`config.mk`:
```
export PLATFORM = sky130hd
export DESIGN_NAME = pio_event_poller
export DESIGN_NICKNAME = d
export VERILOG_FILES = /design/src/rtl/pio_event_poller.sv
export SDC_FILE = /design/constraint.sdc
export NUM_CORES = 1
export LEC_CHECK = 0
export BUFFER_PORTS_ARGS = -buffer_cell sky130_fd_sc_hd__buf_2
export CAP_MARGIN = 20
export CELL_PAD_IN_SITES_DETAIL_PLACEMENT = 1
export CELL_PAD_IN_SITES_GLOBAL_PLACEMENT = 1
export CORE_MARGIN = 2
export CORE_UTILIZATION = 30
export CTS_CLUSTER_SIZE = 16
export DETAILED_ROUTE_END_ITERATION = 8
export GPL_ROUTABILITY_DRIVEN = 0
export GPL_TIMING_DRIVEN = 0
export HOLD_SLACK_MARGIN = 0.06
export PLACE_DENSITY = 0.63
export SYNTH_ARGS = -nofsm -noshare
export SYNTH_HDL_FRONTEND = slang
export SYNTH_SLANG_ARGS = --single-unit
```
`constraint.sdc`:
```
create_clock -name clk -period 3.45 [get_ports clk]
set_input_delay 0.69 -clock clk [delete_from_list [all_inputs] [get_ports clk]]
set_output_delay 0.69 -clock clk [all_outputs]
set_load 0.03 [all_outputs]
```
`src/rtl/pio_event_poller.sv`:
```
// Avalon-MM master that periodically polls an edge-capture PIO, clears the captured
// edges and queues {capture, level} events for a valid/ready consumer.
module pio_event_poller #(
  parameter int unsigned POLL_DIV   = 1000,
  parameter int unsigned FIFO_DEPTH = 4
) (
  input  logic        clk,
  input  logic        reset_n,
  input  logic        enable,
  output logic [1:0]  m_address,
  output logic        m_chipselect,
  output logic        m_write_n,
  output logic [31:0] m_writedata,
  input  logic [31:0] m_readdata,
  output logic        evt_valid,
  input  logic        evt_ready,
  output logic [15:0] evt_data,
  output logic        evt_overflow,
  input  logic        ovf_clr,
  output logic        irq
);

  localparam int unsigned TMR_W  = $clog2(POLL_DIV);
  localparam int unsigned ADDR_W = $clog2(FIFO_DEPTH);
  localparam int unsigned PTR_W  = ADDR_W + 1;
  localparam logic [1:0]  REG_LEVEL = 2'd0;
  localparam logic [1:0]  REG_EDGE  = 2'd3;

  typedef enum logic [2:0] {
    S_IDLE,
    S_RD_CAP,
    S_WAIT_CAP,
    S_CLR,
    S_RD_DAT,
    S_WAIT_DAT,
    S_PUSH
  } state_e;

  state_e state_q, state_d;

  logic [TMR_W-1:0] tmr_q, tmr_d;
  logic [7:0]       cap_q, lvl_q;
  logic [1:0]       m_address_q, m_address_d;
  logic             m_chipselect_q, m_chipselect_d;
  logic             m_write_n_q, m_write_n_d;
  logic             ovf_q;

  logic [15:0]      mem_q [FIFO_DEPTH];
  logic [PTR_W-1:0] wr_ptr_q, rd_ptr_q;
  logic [PTR_W-1:0] count_c;
  logic             empty_c, full_c, pop_c, push_c, push_ok_c, drop_c;

  logic             unused_rdata;
  assign unused_rdata = ^m_readdata[31:8];

  // State register
  always_ff @(posedge clk or negedge reset_n) begin
    if (!reset_n) begin
      state_q <= S_IDLE;
    end else begin
      state_q <= state_d;
    end
  end

  // Next-state logic; the timer only runs while idle
  always_comb begin
    state_d = state_q;
    tmr_d   = tmr_q;
    unique case (state_q)
      S_IDLE: begin
        if (tmr_q == '0) begin
          tmr_d = TMR_W'(POLL_DIV - 1);
          if (enable) state_d = S_RD_CAP;
        end else begin
          tmr_d = tmr_q - TMR_W'(1);
        end
      end
      S_RD_CAP:   state_d = S_WAIT_CAP;
      S_WAIT_CAP: state_d = (m_readdata[7:0] == 8'h00) ? S_IDLE : S_CLR;
      S_CLR:      state_d = S_RD_DAT;
      S_RD_DAT:   state_d = S_WAIT_DAT;
      S_WAIT_DAT: state_d = S_PUSH;
      S_PUSH:     state_d = S_IDLE;
      default:    state_d = S_IDLE;
    endcase
  end

  // Bus outputs are decoded from the next state so the registers line up with it
  always_comb begin
    m_address_d    = REG_LEVEL;
    m_chipselect_d = 1'b0;
    m_write_n_d    = 1'b1;
    unique case (state_d)
      S_RD_CAP: m_address_d = REG_EDGE;
      S_CLR: begin
        m_address_d    = REG_EDGE;
        m_chipselect_d = 1'b1;
        m_write_n_d    = 1'b0;
      end
      default: ;
    endcase
  end

  always_ff @(posedge clk or negedge reset_n) begin
    if (!reset_n) begin
      tmr_q          <= TMR_W'(POLL_DIV - 1);
      cap_q          <= 8'h00;
      lvl_q          <= 8'h00;
      m_address_q    <= REG_LEVEL;
      m_chipselect_q <= 1'b0;
      m_write_n_q    <= 1'b1;
    end else begin
      tmr_q          <= tmr_d;
      m_address_q    <= m_address_d;
      m_chipselect_q <= m_chipselect_d;
      m_write_n_q    <= m_write_n_d;
      if (state_q == S_WAIT_CAP) cap_q <= m_readdata[7:0];
      if (state_q == S_WAIT_DAT) lvl_q <= m_readdata[7:0];
    end
  end

  // Event FIFO: a pop frees the head before a same-cycle push is judged
  assign count_c   = wr_ptr_q - rd_ptr_q;
  assign empty_c   = (wr_ptr_q == rd_ptr_q);
  assign full_c    = (count_c == PTR_W'(FIFO_DEPTH));
  assign pop_c     = evt_ready && !empty_c;
  assign push_c    = (state_q == S_PUSH);
  assign push_ok_c = push_c && (!full_c || pop_c);
  assign drop_c    = push_c && full_c && !pop_c;

  always_ff @(posedge clk or negedge reset_n) begin
    if (!reset_n) begin
      wr_ptr_q <= '0;
      rd_ptr_q <= '0;
      for (int i = 0; i < int'(FIFO_DEPTH); i++) mem_q[i] <= 16'h0000;
    end else begin
      if (pop_c) rd_ptr_q <= rd_ptr_q + PTR_W'(1);
      if (push_ok_c) begin
        mem_q[wr_ptr_q[ADDR_W-1:0]] <= {cap_q, lvl_q};
        wr_ptr_q                    <= wr_ptr_q + PTR_W'(1);
      end
    end
  end

  // Sticky overflow; a drop in the same cycle beats the clear
  always_ff @(posedge clk or negedge reset_n) begin
    if (!reset_n) begin
      ovf_q <= 1'b0;
    end else if (drop_c) begin
      ovf_q <= 1'b1;
    end else if (ovf_clr) begin
      ovf_q <= 1'b0;
    end
  end

  assign m_address    = m_address_q;
  assign m_chipselect = m_chipselect_q;
  assign m_write_n    = m_write_n_q;
  assign m_writedata  = 32'h0000_0000;
  assign evt_valid    = !empty_c;
  assign irq          = !empty_c;
  assign evt_data     = mem_q[rd_ptr_q[ADDR_W-1:0]];
  assign evt_overflow = ovf_q;

endmodule

```
## Word level (Yosys, flattened, before mapping)

Cells that the tools add are included.

- Register bits after elaboration: 104
- Input port bits: 37
- Output and inout port bits: 55
- Logic and storage cells: 63

- $add $sub $neg: 4
- Magnitude comparators: 3
- Equality and inequality tests: 10
- Mux-type cells: 16
- Bitwise operators: 2
- Reductions and logical operators: 14

Operators by type and width:

| kind | number |
|---|---|
| $bwmux 64 | 1 |
| $mux 16 | 3 |
| $bmux 16 s2 | 1 |
| $demux 16 s2 | 1 |
| $pmux 3 s6 | 1 |
| $eq 3x3->1 const B | 4 |
| $logic_not 10->1 | 1 |
| $mux 10 | 1 |
| $sub 10x1->10 const B | 1 |
| $eq 3x2->1 const B | 3 |
| $logic_not 8->1 | 1 |
| $add 3x1->3 const B | 2 |
| $eq 3x1->1 const B | 2 |
| $ge 3x3->1 const B | 2 |
| $mux 3 | 2 |
| $not 2->3 | 2 |
| $logic_and 1x1->1 | 5 |
| $mux 1 | 4 |
| $mux 2 | 2 |
| $eq 3x3->1 | 1 |
| $logic_not 1->1 | 3 |
| $logic_not 3->1 | 1 |
| $lt 3x1->1 const B | 1 |
| $sub 3x3->3 | 1 |
| 3 further kinds | 3 |

## Longest topological paths before layout

- Word-level depth: 6
- Mapped depth: 10
- Depth with buffers taken out: 6

## Worst setup path after synthesis

OpenSTA, ideal clock, no wires.

- Path kind: reg-to-reg
- Start: register rd_ptr_q[1]
- End: register mem_q[10] (netlist bit)
- Setup time: 0.125 ns
- Arrival: 2.666 ns
- Slack: 0.659 ns
- Stages on the path, launching flop included: 11
- Buffers on the path: 4
- Cell sequence: dfrtp_1 clkbuf_1 buf_1 inv_1 ha_1 nand2_1 and3b_2 buf_4 nor3_4 buf_6 mux2_4

- Cells in the longest elaborated chain, start to end: 5
- Elaborated cells between the ends (all ways): 8
- Classes of those cells: add/sub: 1; eq/ne: 2; reduce/logical: 5

RTL lines:

| item | RTL line | source |
|---|---|---|
| start: declaration | 49 | `logic [PTR_W-1:0] wr_ptr_q, rd_ptr_q;` |
| start signal: assignment | 137 | `if (pop_c) rd_ptr_q <= rd_ptr_q + PTR_W'(1);` |
| $sub 3x3->3 or $eq 3x3->1 (tied branches) | 123, 124 |  |
| $eq 3x3->1 or $logic_not 1->1 (tied branches) | 125, 126 |  |
| $logic_not 1->1 or $logic_and 1x1->1 (tied branches) | 128, 126 |  |
| $logic_or 1x1->1 * | 128 | `assign push_ok_c = push_c && (!full_c \|\| pop_c);` |
| $logic_and 1x1->1 * | 128 |  |
| end signal: indexed assignment | 139 | `mem_q[wr_ptr_q[ADDR_W-1:0]] <= {cap_q, lvl_q};` |
| end: declaration | 48 | `logic [15:0] mem_q [FIFO_DEPTH];` |

Mark *: on every way between the ends. The rest lies on a longest branch, timed or not.
A chain may end at the register's enable or synchronous reset.

## Worst setup path in the final report

- Start: register rd_ptr_q[1]
- End: register mem_q[11] (netlist bit)

The elaborated chain is that of the path after synthesis.

==> metrics.md <==
| Metric | Value |
|---|---|
| Status | `finished clean` |
| Slew margin rel. | `between 50 and 60%` |
| Area of the multi-input gates | `about 2200 sq um` |
| Yosys reg bits | `103` |
| Largest net degree at the start of global routing | `60` |
| Synth Warn # | `0` |
| Clk pin slew, worst setup/hold paths | `0.07 ns` |
| EDFF count, synth | `0` |
| Port Buffer Count | `35` |
| Max-Cap Viols | `0` |
| Peak VDD IR | `330 uV` |
| GRT met3 Usage | `3.58%` |
| Top-count cell post-synth | `dfrtp_1` |
| Num CTS Buffers | `9` |
| CORE AREA | `16500 sq um` |
| DR WL/cell | `15.9 microns` |
| First-pass GRT wire length | `16800 microns` |
| Final hold slack | `0.360 ns` |
| TNS Setup | `0 ns` |
| Tot GR Track Use | `12.2%` |
| Leakage | `0.00273 uW` |
| Min-delay worst type | `primary input to asynchronous set/reset pin` |
| # diodes | `0` |
| Clock sink count | `between 100 and 150` |
| Filler cells | `1763` |
| Rows | `47` |
| Crit Path Category | `flop to flop` |
| Final critical-path required period | `between 3 and 4 ns` |
| Cell taking the most area after synthesis | `dfrtp_1` |
| Final number of setup-violating endpoints | `0` |
| Die area | `17800 sq um` |
| Vias in the first global route | `3058` |
| Fin nets | `466` |
| PwrDens | `927 nW/um^2` |
| Post-synth ARST share | `100%` |
| Io pins | `92` |
| Final ANT Viol Nets | `0` |
| Worst Path Max Fanout | `10` |
| Fmax | `323 MHz` |
| Worst Setup End Kind | `flop` |
| Layout Skew | `0.00523 ns` |
| Gr busiest metal | `met2` |
| CP arrival | `about 3.3 ns` |
| Initial antenna violation count | `0` |
| Layout cell share with drive strength beyond 1 | `49.3%` |
| Startpoint Class | `flop` |
| Post-detail-place hpwl | `7220 microns` |
| Total Power | `5470 uW` |
| Clock latency on the worst-skew pair | `~0.34 ns` |
| Util after Layout | `35.9%` |
| Vias/cell | `4.40` |
| Reg area | `2590 sq um` |
| Starting Density | `between 30 and 40%` |
| Die height | `133 microns` |
| Maximum clock path buffer count | `2` |
| Syn Area/Cell | `14.7 sq um` |
| Detailed Routing Iterations Pass 1 | `4` |
| Synth area leaders | `dfrtp_1, mux2_4, mux2_2` |
| Syn Inst Count | `342` |
| Hold Buf Count CTS | `0` |
| Slew Limit Fails | `0` |
| Syn-to-layout area delta | `17.6%` |
| H-tree Lvls | `3` |
| Seq/Total Area, Yosys | `just over 50%` |
| Met1 Use GR | `about 16%` |
| Synth top area share | `a little under half` |
| Die X | `133 microns` |
| Vias | `between 2000 and 3000` |
| Most instantiated cells after synthesis | `dfrtp_1, mux2_2, mux2_4` |
| Final number of hold-violating endpoints | `0` |
| Unrepaired setup endpoints after global routing | `false` |
| Yosys cell types | `40` |
| Iter 0 DRT Violations | `around 140` |
| Worst-margin pin slew | `roughly 0.70 ns` |
| Number of remaining DRC errors | `0` |
| Gr ovfl total | `0` |
| CTS tree | `done` |
| Met2 usage | `20.5%` |
| Post-Route WL | `10200 microns` |
| Post-synthesis cell area | `5020 sq um` |
| Period utilization | `between 80% and 90%` |
| Main synth FF type | `dfrtp_1` |
| CP required | `~3.7 ns` |
| Root Buffer | `clkbuf_16` |
[final cells by class]
| cell class | count | share of cell area (%) |
|---|---|---|
| buffer | 47 | 5.81 |
| multi-input combinational | 214 | 36.8 |
| tap | 220 | 4.66 |
| inverter | 9 | 0.572 |
| clock buffer | 12 | 4.51 |
| timing repair buffer | 36 | 3.47 |
| clock inverter | 3 | 0.297 |
| sequential | 103 | 43.8 |
[state kept, by name, summed over array words and instances (netlist names), 3 cells and up]
name,flops
cap_q,8
lvl_q,8
mem_q,64
rd_ptr_q,3
state_q,3
tmr_q,10
wr_ptr_q,3
[worst paths after layout]
kind	from	slack [ns]	end	cells past startpoint
setup reg to reg	rd_ptr_q[1]	0.35	mem_q[11]	10
min in group clk	wr_ptr_q[2]	0.49	wr_ptr_q[2]	1
max in group asynchronous	reset_n	2.38	tmr_q[2]	2
setup / recovery	rd_ptr_q[1]	0.35	mem_q[11]	10
hold / removal	reset_n	0.36	cap_q[4]	1
hold reg to reg	wr_ptr_q[2]	0.49	wr_ptr_q[2]	1
[metal layers]
layer / up-vias / part of all wire (%)
li1: 1298 / -
met4: 0 / 0.70
met5: - / 0
met1: 1481 / 46
met2: 47 / 50
met3: 5 / 3.4
[cells by family after synthesis]
| family | count (synthesis) | share of synthesized area (%) |
|---|---|---|
| buffers and inverters | 56 | 7.43 |
| multiplexers | 98 | 28.5 |
| AND/OR/NAND/NOR | 52 | 6.95 |
| AO/OA/AOI/OAI | 11 | 1.17 |
| flip-flops | 103 | 51.6 |
| other | 1 | 0.0747 |
| adder cells (fa/ha/maj) | 9 | 2.24 |
| XOR/XNOR | 12 | 2.09 |
[critical path: stages, from the launching register on]
cell,delay [ns]
dfrtp_1,0.36
clkbuf_2,0.30
buf_2,0.35
inv_1,0.08
ha_1,0.31
nand2_1,0.14
and3b_2,0.22
buf_4,0.17
nor3_4,0.44
buf_6,0.27
mux2_4,0.32
[power breakdown]
group | switching, uW | internal (uW)
registers | 423 | 1770
clock network | 434 | 542
logic | 1170 | 1130
total | 2030 | 3450
[placed cells by master (no fill, tap or decap), types with 7 or more instances in the layout]
cell       count
mux4_2        16
clkbuf_16      9
nand2_1       14
dfstp_2        9
conb_1        32
ha_1           9
mux2_4        39
inv_1          9
buf_4         36
mux2_2        43
dfrtp_1       94
buf_2         36
o21ai_0        7
[through the flow]
step	std cells	cell area, sq um	setup WS [ns]
2_1_floorplan	373	5140	0.659
3_3_place_gp	628	5590	-0.0937
3_5_place_dp	629	5620	-0.185
4_1_cts	644	5900	0.0424
5_1_grt	644	5910	0.222
6_report	644	5910	0.353
[what timing repair did]
| action | 4_1_cts | 5_1_grt |
|---|---|---|
| resized for setup | 1 | 4 |
| cloned | 0 | 0 |
| endpoints found under the setup margin | 40 | 30 |
| hold endpoints to repair | 0 | 0 |
| setup buffers | 0 | 0 |
(Power assumes the default switching activity.)
